==> config.mk <==
export PLATFORM = sky130hd
export DESIGN_NAME = simon_sequencer
export DESIGN_NICKNAME = d
export VERILOG_FILES = /design/src/rtl/simon_pkg.sv /design/src/rtl/simon_lfsr.sv /design/src/rtl/simon_sequencer.sv
export SDC_FILE = /design/constraint.sdc
export NUM_CORES = 1
export LEC_CHECK = 0
export CORE_MARGIN = 2
export CORE_UTILIZATION = 55
export DETAILED_ROUTE_END_ITERATION = 8
export PLACE_DENSITY = 0.84
export SLEW_MARGIN = 20
export SYNTH_ARGS = -nofsm -noshare
export SYNTH_HDL_FRONTEND = slang
export SYNTH_SLANG_ARGS = --single-unit
==> constraint.sdc <==
create_clock -name clock -period 3.24 [get_ports clock]
set_clock_uncertainty 0.05 [all_clocks]
set_input_delay 0.648 -clock clock [delete_from_list [all_inputs] [get_ports clock]]
set_output_delay 0.648 -clock clock [all_outputs]
set_load 0.01 [all_outputs]
==> src/rtl/simon_pkg.sv <==
// Shared types and constants for the Simon memory game sequencer.
// Holds the LFSR step and colour decode helpers used by the game datapath.
package simon_pkg;

    typedef enum logic [2:0] {
        IDLE,
        SEED,
        ADD_STEP,
        SHOW_ON,
        SHOW_OFF,
        WAIT_INPUT,
        WIN,
        LOSE
    } state_t;

    localparam int COLOUR_W = 2;
    localparam int LED_W    = 4;
    localparam int LFSR_W   = 8;
    localparam int CNT_W    = 8;

    localparam int DEF_MAX_LEN       = 32;
    localparam int DEF_ON_TICKS      = 2;
    localparam int DEF_OFF_TICKS     = 1;
    localparam int DEF_TIMEOUT_TICKS = 8;

    localparam logic [LFSR_W-1:0] LFSR_DEFAULT = 8'hA5;

    // Fibonacci step: taps 7,5,4,3, shift left, feedback enters bit 0
    function automatic logic [LFSR_W-1:0] lfsr_advance(input logic [LFSR_W-1:0] v);
        return {v[LFSR_W-2:0], v[7] ^ v[5] ^ v[4] ^ v[3]};
    endfunction

    function automatic logic [LED_W-1:0] colour_onehot(input logic [COLOUR_W-1:0] c);
        return LED_W'(1) << c;
    endfunction

endpackage

==> src/rtl/simon_lfsr.sv <==
// 8-bit pseudo-random colour source; a zero seed is replaced by the default
// so the register can never lock up in the all-zero state.
module simon_lfsr
    import simon_pkg::*;
(
    input  logic              clock,
    input  logic              reset,
    input  logic              load,
    input  logic              step,
    input  logic [LFSR_W-1:0] seed,
    output logic [LFSR_W-1:0] value
);

    always_ff @(posedge clock) begin
        if (!reset) begin
            value <= LFSR_DEFAULT;
        end else if (load) begin
            value <= (seed == '0) ? LFSR_DEFAULT : seed;
        end else if (step) begin
            value <= lfsr_advance(value);
        end
    end

endmodule

==> src/rtl/simon_sequencer.sv <==
// Simon game controller: grows a random colour sequence, plays it back on the
// LEDs and checks the player's button presses against it.
module simon_sequencer
    import simon_pkg::*;
#(
    parameter int MAX_LEN       = DEF_MAX_LEN,
    parameter int ON_TICKS      = DEF_ON_TICKS,
    parameter int OFF_TICKS     = DEF_OFF_TICKS,
    parameter int TIMEOUT_TICKS = DEF_TIMEOUT_TICKS
) (
    input  logic             clock,
    input  logic             reset,
    input  logic             start_game,
    input  logic [7:0]       random_num,
    input  logic             tick,
    input  logic [LED_W-1:0] buttons,
    output logic [LED_W-1:0] led,
    output logic [7:0]       score,
    output logic             game_over,
    output logic             win,
    output logic             busy
);

    localparam int LEN_W = $clog2(MAX_LEN) + 1;
    localparam int IDX_W = (MAX_LEN > 1) ? $clog2(MAX_LEN) : 1;

    localparam logic [LEN_W-1:0] MAX_LEN_L = LEN_W'(MAX_LEN);
    localparam logic [CNT_W-1:0] ON_LAST   = CNT_W'(ON_TICKS - 1);
    localparam logic [CNT_W-1:0] OFF_LAST  = CNT_W'(OFF_TICKS - 1);
    localparam logic [CNT_W-1:0] TO_LAST   = CNT_W'(TIMEOUT_TICKS - 1);

    state_t state, state_next;

    logic                start_prev, start_edge;
    logic [7:0]          seed_q;
    logic                lfsr_load, lfsr_step;
    logic [LFSR_W-1:0]   lfsr_value, lfsr_peek;
    logic                unused_peek_bits;
    logic [COLOUR_W-1:0] seq [MAX_LEN];
    logic [LEN_W-1:0]    len, idx, idx_inc;
    logic [CNT_W-1:0]    tick_cnt, timeout;
    logic [LED_W-1:0]    cur_onehot;
    logic                last_step, press_any, press_ok;
    logic                on_done, off_done, timed_out;

    simon_lfsr u_lfsr (
        .clock (clock),
        .reset (reset),
        .load  (lfsr_load),
        .step  (lfsr_step),
        .seed  (seed_q),
        .value (lfsr_value)
    );

    assign start_edge       = start_game & ~start_prev;
    assign lfsr_peek        = lfsr_advance(lfsr_value);
    assign unused_peek_bits = ^lfsr_peek[LFSR_W-1:COLOUR_W];
    assign cur_onehot       = colour_onehot(seq[idx[IDX_W-1:0]]);
    assign idx_inc          = idx + LEN_W'(1);
    assign last_step        = (idx_inc == len);
    assign press_any        = |buttons;
    // The one-hot decode has a single bit set, so equality also rejects multi-button presses
    assign press_ok         = (buttons == cur_onehot);
    assign on_done          = tick && (tick_cnt == ON_LAST);
    assign off_done         = tick && (tick_cnt == OFF_LAST);
    assign timed_out        = tick && (timeout == TO_LAST);

    assign game_over = (state == LOSE);
    assign win       = (state == WIN);
    assign busy      = !(state inside {IDLE, WIN, LOSE});

    always_ff @(posedge clock) begin
        if (!reset) begin
            state <= IDLE;
        end else begin
            state <= state_next;
        end
    end

    always_comb begin
        state_next = state;
        lfsr_load  = 1'b0;
        lfsr_step  = 1'b0;
        led        = '0;
        case (state)
            SEED: begin
                lfsr_load  = 1'b1;
                state_next = ADD_STEP;
            end
            ADD_STEP: begin
                lfsr_step  = 1'b1;
                state_next = SHOW_ON;
            end
            SHOW_ON: begin
                led = cur_onehot;
                if (on_done) state_next = SHOW_OFF;
            end
            SHOW_OFF: begin
                if (off_done) state_next = last_step ? WAIT_INPUT : SHOW_ON;
            end
            WAIT_INPUT: begin
                led = buttons;
                if (press_any) begin
                    if (!press_ok)      state_next = LOSE;
                    else if (last_step) state_next = (len == MAX_LEN_L) ? WIN : ADD_STEP;
                end else if (timed_out) begin
                    state_next = LOSE;
                end
            end
            WIN, LOSE: led = '1;
            default: ;
        endcase
        // A fresh start press overrides whatever the current state wanted
        if (start_edge) begin
            state_next = SEED;
            lfsr_load  = 1'b0;
            lfsr_step  = 1'b0;
            led        = '0;
        end
    end

    always_ff @(posedge clock) begin
        if (!reset) begin
            start_prev <= 1'b0;
            seed_q     <= '0;
            len        <= '0;
            idx        <= '0;
            score      <= '0;
            tick_cnt   <= '0;
            timeout    <= '0;
        end else begin
            start_prev <= start_game;
            if (start_edge) begin
                seed_q   <= random_num;
                len      <= '0;
                idx      <= '0;
                score    <= '0;
                tick_cnt <= '0;
                timeout  <= '0;
            end else begin
                case (state)
                    ADD_STEP: begin
                        if (len < MAX_LEN_L) len <= len + LEN_W'(1);
                        idx      <= '0;
                        tick_cnt <= '0;
                        timeout  <= '0;
                    end
                    SHOW_ON: begin
                        if (tick) tick_cnt <= on_done ? '0 : tick_cnt + CNT_W'(1);
                    end
                    SHOW_OFF: begin
                        if (off_done) begin
                            tick_cnt <= '0;
                            idx      <= last_step ? '0 : idx_inc;
                        end else if (tick) begin
                            tick_cnt <= tick_cnt + CNT_W'(1);
                        end
                    end
                    WAIT_INPUT: begin
                        if (press_any) begin
                            if (press_ok) begin
                                timeout <= '0;
                                idx     <= last_step ? '0 : idx_inc;
                                if (last_step) score <= 8'(len);
                            end
                        end else if (tick) begin
                            timeout <= timeout + CNT_W'(1);
                        end
                    end
                    default: ;
                endcase
            end
        end
    end

    // The new colour is taken from the value the LFSR is about to step to
    always_ff @(posedge clock) begin
        if (state == ADD_STEP && !start_edge && len < MAX_LEN_L) begin
            seq[len[IDX_W-1:0]] <= lfsr_peek[COLOUR_W-1:0];
        end
    end

endmodule

==> key figures, run 1 <==
Global route
  • Pin count of the biggest net entering global routing: 35
  • GRT overflow: 0
  • First-pass GRT wire length: 22900 um
  • GR peak layer: met2
  • Vias in the first global route: ~4600
  • Initial antenna violation count: 0
  • Met3 usage: ~6.1%
  • Met1 usage: about a third
  • GRT Overall Usage: 25.7%
  • M2 GR Usage: around 42%

Worst setup path
  • Crit path capture type: primary output
  • WP buf/inv: 4
  • Critical path's most frequent cell: buf_4
  • Critical setup path kind: reg -> out
  • Critical path arrival: 2.84 ns
  • Largest stage delay, worst path: 0.48 ns
  • CP max FO: 7
  • CP Cell Sequence: buf_12 -> buf_4 -> mux2i_1 -> a22oi_1 -> nand3_1 -> o21ai_2 -> buf_4 -> or4_4 -> a31oi_1 -> buf_2
  • WP data required: 2.54 ns
  • Cell family with most CP delay: simple AND/OR/NAND/NOR gates
  • Setup crit start kind: register
  • Crit-path slowest cell: or4_4

Die
  • Ports: 31
  • Core footprint: 10700 um2
  • Starting Density: between 50% and 60%
  • Die Y-Extent: 108 um
  • Die Width: roughly 110 um
  • Die area: 11700 um2
  • Row count: 38

Synthesis
  • Post-synthesis cell type count: 73
  • Post-synth EDFFs: 64
  • Seq/Total Area, Yosys: 51.9%
  • Mapped Area: 5980 um2
  • Syn_area_per_cell: between 10 and 15 um2
  • Fraction of registers with async set/reset: 0%
  • Top FF cell, synth: edfxtp_1
  • Synth warn: 0
  • Cell count after synthesis: around 570
  • #FFs+latches synth: 123

Worst hold path
  • Hold Path Class: reg -> reg

Layout
  • Most common cell after layout, fill and taps aside: nand2_1
  • Fraction of layout cells with a size suffix above 1: 20.1%
  • Layout area overhead: 22.8%
  • Most frequent cells in the layout: nand2_1 (70), nor2_1 (66), edfxtp_1 (64)
  • Final Net Count: 649
  • # diodes: 0
  • Fin cells: 777

Placement
  • IO buf count: 28
  • Placed Cells: 731
  • HPWL Detailed: 8810 um
  • Gpl congestion: approximately 0.93

Outcome
  • Failing checks: negative setup slack
  • Status: finished, violations left

Route
  • DRC: 0
  • First-iteration detailed-routing DRC count: 399
  • Vias: 4801
  • DR vias/cell: approximately 6
  • First-pass DRT Iterations: 7
  • Routed WL per cell: 19.1 um
  • Final WL: 14800 um
  • Final ANT Viol Nets: 0

Timing
  • Final Max Slew Viols: 0
  • Final Cycle Share: 109%
  • Maximum clock rate: between 200 and 300 MHz
  • RSZ-0062 raised after global routing: true
  • Final setup fails: 10
  • Relative slew margins: 34.5%
  • Slew @ Worst Pin: 0.980 ns
  • Post-layout minimum cycle time: 3.53 ns
  • Final Hold Viols: 0
  • Worst setup margin: -0.294 ns

Power
  • Leakage: 2.61 nW
  • Total power: 0.00432 W
  • Power Dens Cells: between 500 and 600 nW/um2
  • VDD IR max: approximately 0.0007 V

Clock network
  • Num CTS Buffers: 17
  • Skew-Pair Late Insertion Delay: 0.52 ns
  • CTS tree: built
  • Clk sinks: 123
  • Root Buffer: clkbuf_8
  • H-tree depth: 4
  • Maximum clock path buffer count: 2
  • Clock-pin slew on the worst setup and hold paths: 0.06 ns

Flow run
  • Max_cap viols: 0
==> layer usage <==
layer | share of wire [%] | wire (um)
met5 | 0 | 0
met4 | 2.8 | 410
met3 | 6.2 | 921
met2 | 50 | 7360
met1 | 41 | 6140
==> power breakdown <==
| part | total [W] | switching [W] | internal [W] |
|---|---|---|---|
| Sequential | 0.00189 | 0.0000662 | 0.00182 |
| Combinational | 0.000586 | 0.000372 | 0.000214 |
| Clock | 0.00185 | 0.000680 | 0.00117 |
==> cell families (layout without fill, tap and decap cells) <==
group           Yosys count  count (layout)  synth area share, %
simple gates            236             236                 19.4
flops                   123             123                 51.9
compound gates          106             106                 13.3
mux                      43              43                 7.21
buf+inv                  33             103                 4.04
xor+xnor                 15              15                 2.20
fa+ha+maj                 9               9                 1.88
other cells               1               2               0.0627
==> flip-flops by register name, indices dropped and copies added (netlist names), named ones only <==
signal	count
timeout	8
score	6
u_lfsr.value	8
seq	64
len	6
tick_cnt	8
seed_q	8
state	3
start_prev	1
idx	6
==> area by class of cell <==
type | count | area, um2
fillers | 787 | 3390
clock inverters | 8 | 78.8
repair buffers | 67 | 632
multi-input cells | 411 | 2830
clock buffers | 24 | 513
flip-flops and latches | 123 | 3110
inverters | 4 | 15.0
well taps | 140 | 175
==> repair_timing <==
item                                    CTS  global route
endpoints found under the setup margin    4            26
pin swaps                                12            29
cloned                                    1             0
hold endpoints to repair                  0             0
buffers inserted                          6             9
hold buffers                              0             0
gates resized for setup                  34            33
==> synthesized netlist by cell type, types with 5 or more instances <==
cell / n / area [um2]
a21boi_0: 9 / 67.6
a21oi_1: 20 / 100
a22o_1: 5 / 43.8
a22oi_1: 12 / 90.1
a31oi_1: 5 / 31.3
and2_1: 5 / 31.3
and3_1: 6 / 37.5
clkbuf_1: 16 / 60.1
dfxtp_1: 59 / 1180
edfxtp_1: 64 / 1920
ha_1: 9 / 113
mux2i_1: 42 / 420
nand2_1: 70 / 263
nand2b_1: 7 / 43.8
nand3_1: 16 / 80.1
nand4_1: 5 / 31.3
nor2_1: 67 / 251
nor2b_1: 8 / 50.1
nor3_1: 9 / 45.0
o21ai_0: 14 / 70.1
o21ai_1: 7 / 35.0
or3_1: 8 / 50.1
xnor2_1: 9 / 78.8
xor2_1: 6 / 52.6
==> final timing paths <==
| kind | cells past startpoint | from | endpoint | slack [ns] |
|---|---|---|---|---|
| worst max register to register | 15 | register | timeout[4] | -0.08 |
| worst max-delay path | 10 | register | led[0] | -0.29 |
| worst min-delay path | 2 | u_lfsr.value[2] | u_lfsr.value[2] | 0.43 |
| worst min register to register | 2 | u_lfsr.value[2] | u_lfsr.value[2] | 0.43 |
==> worst reg2reg max path, cell delays in order (launching register included) <==
cell and delay (ns):
dfxtp_4 0.36, buf_6 0.12, buf_12 0.14, buf_8 0.13, mux2i_2 0.15, a22oi_2 0.20, nand2_1 0.12, o21ai_2 0.23
nor2_2 0.09, buf_6 0.13, buf_4 0.14, and4_2 0.26, a211oi_4 0.38, o211ai_4 0.17, or4_1 0.49, o21ai_1 0.09
==> metrics by stage <==
step | setup TNS [ns] | instance area (um2) | util, % | worst slack (ns) | hold slack, ns
2_1_floorplan | 0 | 5990 | - | 0.265 | 0.390
3_3_place_gp | -0.506 | 6430 | 59.9 | -0.139 | 0.403
3_5_place_dp | -0.741 | 6430 | 59.9 | -0.226 | 0.414
4_1_cts | -0.596 | 7150 | 66.6 | -0.231 | 0.427
5_1_grt | -1.67 | 7350 | 68.4 | -0.324 | 0.461
6_report | -0.963 | 7350 | 68.4 | -0.294 | 0.427
Power figures use the tool's default switching activity.
==> run 2, diff against run 1 <==
Settings changed: ABC_CLOCK_PERIOD_IN_PS from default to 4300, CORE_ASPECT_RATIO from default to 0.5.
Clock period 3.24 ns to 4.3 ns, I/O delays scaled along.
==> run 2 against run 1 <==
Net effect:
- the flow now finishes without violations
- combinational power down 34%
- clock power down 17%
- worst hold slack got worse by 0.011 ns
- die area grew 0.44%
- clock-buffer cell count fell by 5
- via count down 7.7%
- design area down 5.1%
- critical path depth shrank 1
- cell count down 3.9%
- sequential share of layout area is 2.2 points higher
- register-to-register slack better by 1.4 ns
- critical endpoint unchanged
- largest cell class unchanged
==> key figures, run 2 (same netlist as run 1, synthesis figures left out) <==
Clock network
  • Hold Buf Count CTS: 0
  • Postcts setup bufs: 0
  • Skew-Pair Late Insertion Delay: 0.42 ns
  • CTS tree: built
  • H-tree depth: 4
  • Clock-pin slew on the worst setup and hold paths: around 0.06 ns
  • Num CTS Buffers: 17
  • Root Buffer: clkbuf_16
  • Clk sinks: 123
  • Maximum clock path buffer count: 2

Timing
  • Final Cycle Share: 96.6%
  • Total negative slack: 0 ns
  • Slew @ Worst Pin: 1.03 ns
  • Final Max Slew Viols: 0
  • Maximum clock rate: 241 MHz
  • RSZ-0062 raised after global routing: false
  • Final Hold Viols: 0
  • Relative slew margins: 31.4%
  • Final setup fails: 0
  • Post-layout minimum cycle time: 4.15 ns

Worst setup path
  • CP max FO: 16
  • Reg2Reg Depth: 11
  • Levels on crit path: 9
  • Critical path arrival: 3.24 ns
  • WP buf/inv: 2
  • FF-to-FF End: timeout[3]
  • Largest stage delay, worst path: 0.67 ns
  • Reg2reg setup slack: 1.30 ns
  • Crit path capture type: primary output
  • Setup crit start kind: register
  • Crit-path slowest cell: or4_2
  • Cell family with most CP delay: simple AND/OR/NAND/NOR gates
  • WP data required: 3.39 ns
  • CP Cell Sequence: buf_12 -> mux2i_1 -> a22oi_1 -> nand3_2 -> o31ai_2 -> or2_4 -> or4_2 -> a31oi_1 -> clkdlybuf4s50_1
  • Setup crit end: led[0]
  • Critical setup path kind: reg -> out

Layout
  • Max FFs per register: 64
  • Fin cells: about 750
  • Fillers: 744
  • # diodes: 0
  • Fraction of layout cells with a size suffix above 1: 12.0%
  • Most frequent cells in the layout: nand2_1 (70), nor2_1 (67), edfxtp_1 (64)
  • Layout area overhead: 16.6%
  • Most common cell after layout, fill and taps aside: nand2_1
  • Final Net Count: 619

Die
  • Row count: 26
  • Starting Density: 57.5%
  • Die Width: 152 um
  • Core footprint: 10400 um2
  • Ports: 31
  • Die Y-Extent: 77.8 um
  • Die area: around 12000 um2

Route
  • Vias: between 4000 and 5000
  • First-pass DRT Iterations: 5
  • DRC: 0
  • DR vias/cell: 5.93
  • Final ANT Viol Nets: 0
  • First-iteration detailed-routing DRC count: roughly 330
  • Routed WL per cell: 17.2 um
  • Final WL: 12900 um

Power
  • Leakage: 2.41 nW
  • VDD IR max: 0.000321 V
  • Power Dens Cells: 479 nW/um2

Placement
  • IO buf count: 28
  • Gpl congestion: 0.880
  • Placed Cells: 714
  • HPWL Detailed: 8200 um

Global route
  • First-pass GRT wire length: 20900 um
  • Pin count of the biggest net entering global routing: 35
  • GRT Overall Usage: 23.1%
  • Initial antenna violation count: 0
  • GRT overflow: 0
  • Vias in the first global route: 4352

Outcome
  • Status: finished clean

Flow run
  • Max_cap viols: 0

Worst hold path
  • Hold Path Origin: u_lfsr.value[2]
  • Hold Path Class: reg -> reg
==> run 2: power breakdown <==
group | internal, W | switching, W
clock network | 0.000989 | 0.000538
registers | 0.00137 | 0.0000545
logic | 0.000136 | 0.000249
==> run 2: through the flow <==
step / setup slack (ns) / cell area [um2] / utilization [%] / total power, W / hold WS (ns)
after floorplan: 1.11 / 5990 / - / 0.00169 / 0.390
after global placement: 0.570 / 6300 / 60.6 / 0.00181 / 0.399
after detailed placement: 0.470 / 6300 / 60.6 / 0.00183 / 0.407
after CTS: 0.0218 / 6940 / 66.7 / 0.00334 / 0.419
after global routing: 0.0224 / 6980 / 67.0 / 0.00345 / 0.463
final: 0.148 / 6980 / 67.0 / 0.00334 / 0.416
==> run 2: how the worst min path moves through the flow <==
stage,to,depth (start not counted)
6_report,u_lfsr.value[2],2
3_5_place_dp,u_lfsr.value[2],2
5_1_grt,u_lfsr.value[7],2
3_3_place_gp,u_lfsr.value[2],2
2_1_floorplan,u_lfsr.value[2],2
4_1_cts,u_lfsr.value[2],2
==> run 2: metal layers <==
metal  GRT usage, %  wire [um]
met1           29.3       5780
met3           6.53        655
met4           8.15        255
met5              0          0
met2           37.9       6170
==> run 2: final cells by class <==
cell class | count | area, um2 | area share, %
Clock buffer | 19 | 443 | 6.35
Clock inverter | 13 | 189 | 2.71
Inverter | 4 | 15.0 | 0.215
Multi-Input combinational cell | 411 | 2670 | 38.3
Sequential cell | 123 | 3110 | 44.5
Tap cell | 140 | 175 | 2.51
Timing Repair Buffer | 37 | 378 | 5.42
==> run 2: worst reg2reg max path: cells and delay by family (launching register included) <==
kind | cells | cell delay [ns]
buffers and inverters | 1 | 0.22
and+or+nand+nor | 4 | 0.59
DFF | 1 | 0.39
muxes | 1 | 0.11
AOI/OAI and AO/OA | 5 | 1.57
==> run 2: what timing repair did <==
| item | 4_1_cts | 5_1_grt |
|---|---|---|
| gates cloned | 0 | 1 |
| endpoints found under the setup margin | 1 | 1 |
| resized for setup | 1 | 2 |
==> run 3, diff against run 2 <==
--- a/config.mk
+++ b/config.mk
@@ -8,7 +8,7 @@
 export ABC_CLOCK_PERIOD_IN_PS = 4300
 export CORE_ASPECT_RATIO = 0.5
-export CORE_MARGIN = 2
 export CORE_UTILIZATION = 55
 export DETAILED_ROUTE_END_ITERATION = 8
+export GPL_TIMING_DRIVEN = 0
 export PLACE_DENSITY = 0.84
 export SLEW_MARGIN = 20
==> constraint.sdc (replaced) <==
create_clock -name clock -period 4.3 [get_ports clock]
set_clock_uncertainty 0.05 [all_clocks]
set_input_delay 1.075 -clock clock [delete_from_list [all_inputs] [get_ports clock]]
set_output_delay 1.075 -clock clock [all_outputs]
set_load 0.01 [all_outputs]
==> run 3 against run 2 <==
Net effect:
- wire length is 2.3% higher
- flip-flop and latch count stayed put
- clock power is 13% lower
- critical path type is now in -> out
==> key figures, run 3 (same netlist as run 1, synthesis figures left out) <==
Worst setup path
  • Critical setup path kind: in -> out
  • CP max FO: 10
  • Setup crit start kind: input port
  • Reg2Reg Depth: 12
  • WP data required: 3.17 ns
  • Crit path capture type: primary output
  • FF-to-FF End: score[1]
  • Critical path arrival: 2.95 ns
  • Reg2reg setup slack: 1.26 ns

Timing
  • RSZ-0062 raised after global routing: false
  • Final Cycle Share: 94.9%
  • Relative slew margins: between 40% and 50%
  • Final setup fails: 0
  • Total negative slack: 0 ns
  • Slew @ Worst Pin: about 0.83 ns
  • Final Hold Viols: 0
  • Final Max Slew Viols: 0
  • Maximum clock rate: roughly 250 MHz
  • Post-layout minimum cycle time: between 4 and 5 ns
  • Worst setup margin: 0.221 ns

Flow run
  • Max_cap viols: 0

Layout
  • Most common cell after layout, fill and taps aside: nand2_1
  • Fraction of layout cells with a size suffix above 1: 11.9%
  • Fin cells: around 770
  • Post-route cell area: 7020 um2
  • Most frequent cells in the layout: nand2_1 (70), nor2_1 (66), edfxtp_1 (64)
  • Layout area overhead: 17.4%
  • Max FFs per register: 64
  • # diodes: 0
  • Final Net Count: 640

Die
  • Die Width: 150 um
  • Starting Density: 57.7%
  • Ports: 31
  • Die area: 11300 um2
  • Core footprint: 10400 um2
  • Die Y-Extent: 75.8 um
  • Row count: 26

Worst hold path
  • Hold Path Origin: u_lfsr.value[2]
  • Hold endpoint: u_lfsr.value[2]
  • Hold Path Class: reg -> reg
  • WHS Path Cells: 2

Clock network
  • Skew-Pair Late Insertion Delay: between 0.4 and 0.5 ns
  • Clk sinks: 123
  • Root Buffer: clkbuf_16
  • Maximum clock path buffer count: 2
  • CTS tree: built
  • Clock-pin slew on the worst setup and hold paths: 0.06 ns
  • H-tree depth: 4
  • Postcts setup bufs: 0
  • Num CTS Buffers: 17

Power
  • Power Dens Cells: 451 nW/um2
  • Total power: 0.00317 W
  • VDD IR max: 0.000330 V
  • Leakage: 2.46 nW

Global route
  • First-pass GRT wire length: about 21000 um
  • Vias in the first global route: 4198
  • GRT overflow: 0
  • GRT Overall Usage: 24.5%
  • Pin count of the biggest net entering global routing: 35
  • Initial antenna violation count: 0

Route
  • DR vias/cell: 5.92
  • Final WL: 13200 um
  • Final ANT Viol Nets: 0
  • First-iteration detailed-routing DRC count: 290
  • Routed WL per cell: 17.2 um
  • First-pass DRT Iterations: 5
  • Vias: about 4600
  • DRC: 0

Placement
  • HPWL Detailed: 8830 um
  • Pre-CTS WS: around 0.15 ns
  • Placed Cells: 736
  • IO buf count: 28
  • Placed inst area: between 6000 and 7000 um2
  • Gpl congestion: a little over 0.8

Outcome
  • Status: finished clean
==> run 3: stage by stage <==
step,util (%),hold slack [ns]
2_1_floorplan,-,0.390
3_3_place_gp,62.1,0.401
3_5_place_dp,62.3,0.405
4_1_cts,67.7,0.418
5_1_grt,67.7,0.454
6_report,67.7,0.414
==> run 3: where the power goes <==
part | total [W] | switching, W | internal (W)
Sequential | 0.00142 | 0.0000487 | 0.00137
Clock | 0.00133 | 0.000535 | 0.000792
Combinational | 0.000421 | 0.000270 | 0.000152
==> run 3: worst max-delay path, stage by stage <==
cell and delay, ns:
clkdlybuf4s50_1 0.44, nand2b_1 0.12, clkbuf_1 0.38, nand2_1 0.20, a31oi_1 0.18, clkdlybuf4s50_1 0.55
==> run 3: cell type report <==
class / instances / area (um2)
fillers: 713 / 3350
repair buffers: 29 / 293
clock inverters: 15 / 125
flip-flops and latches: 123 / 3100
plain buffers: 29 / 226
inverters: 4 / 15.0
well taps: 140 / 175
clock buffers: 17 / 425
multi-input cells: 411 / 2660
==> run 3: routing by layer <==
metal / track usage [%] / wire (um) / part of all wire, %
met5: 0 / 0 / 0
met4: 14.1 / 436 / 3.3
met3: 5.21 / 723 / 5.5
met2: 44.0 / 6360 / 48
met1: 28.1 / 5650 / 43
==> run 3: how the worst max path moves through the flow <==
stage / from / end / slack [ns] / cells past startpoint
floorplan: register / led[0] / 0.90 / 10
global placement: tick / tick_cnt[3] / 0.18 / 10
detailed placement: tick / tick_cnt[4] / 0.15 / 10
CTS: register / led[2] / 0.01 / 11
global route: start_game / led[3] / 0.03 / 6
finish: start_game / led[1] / 0.22 / 6
==> run 3: repair_timing <==
item / in CTS / in global routing
hold endpoints to repair: 0 / 0
cloned: 0 / 0
gates resized for setup: 3 / 3
hold buffers: 0 / 0
pin swaps: 0 / 0
setup endpoints to repair: 2 / 2
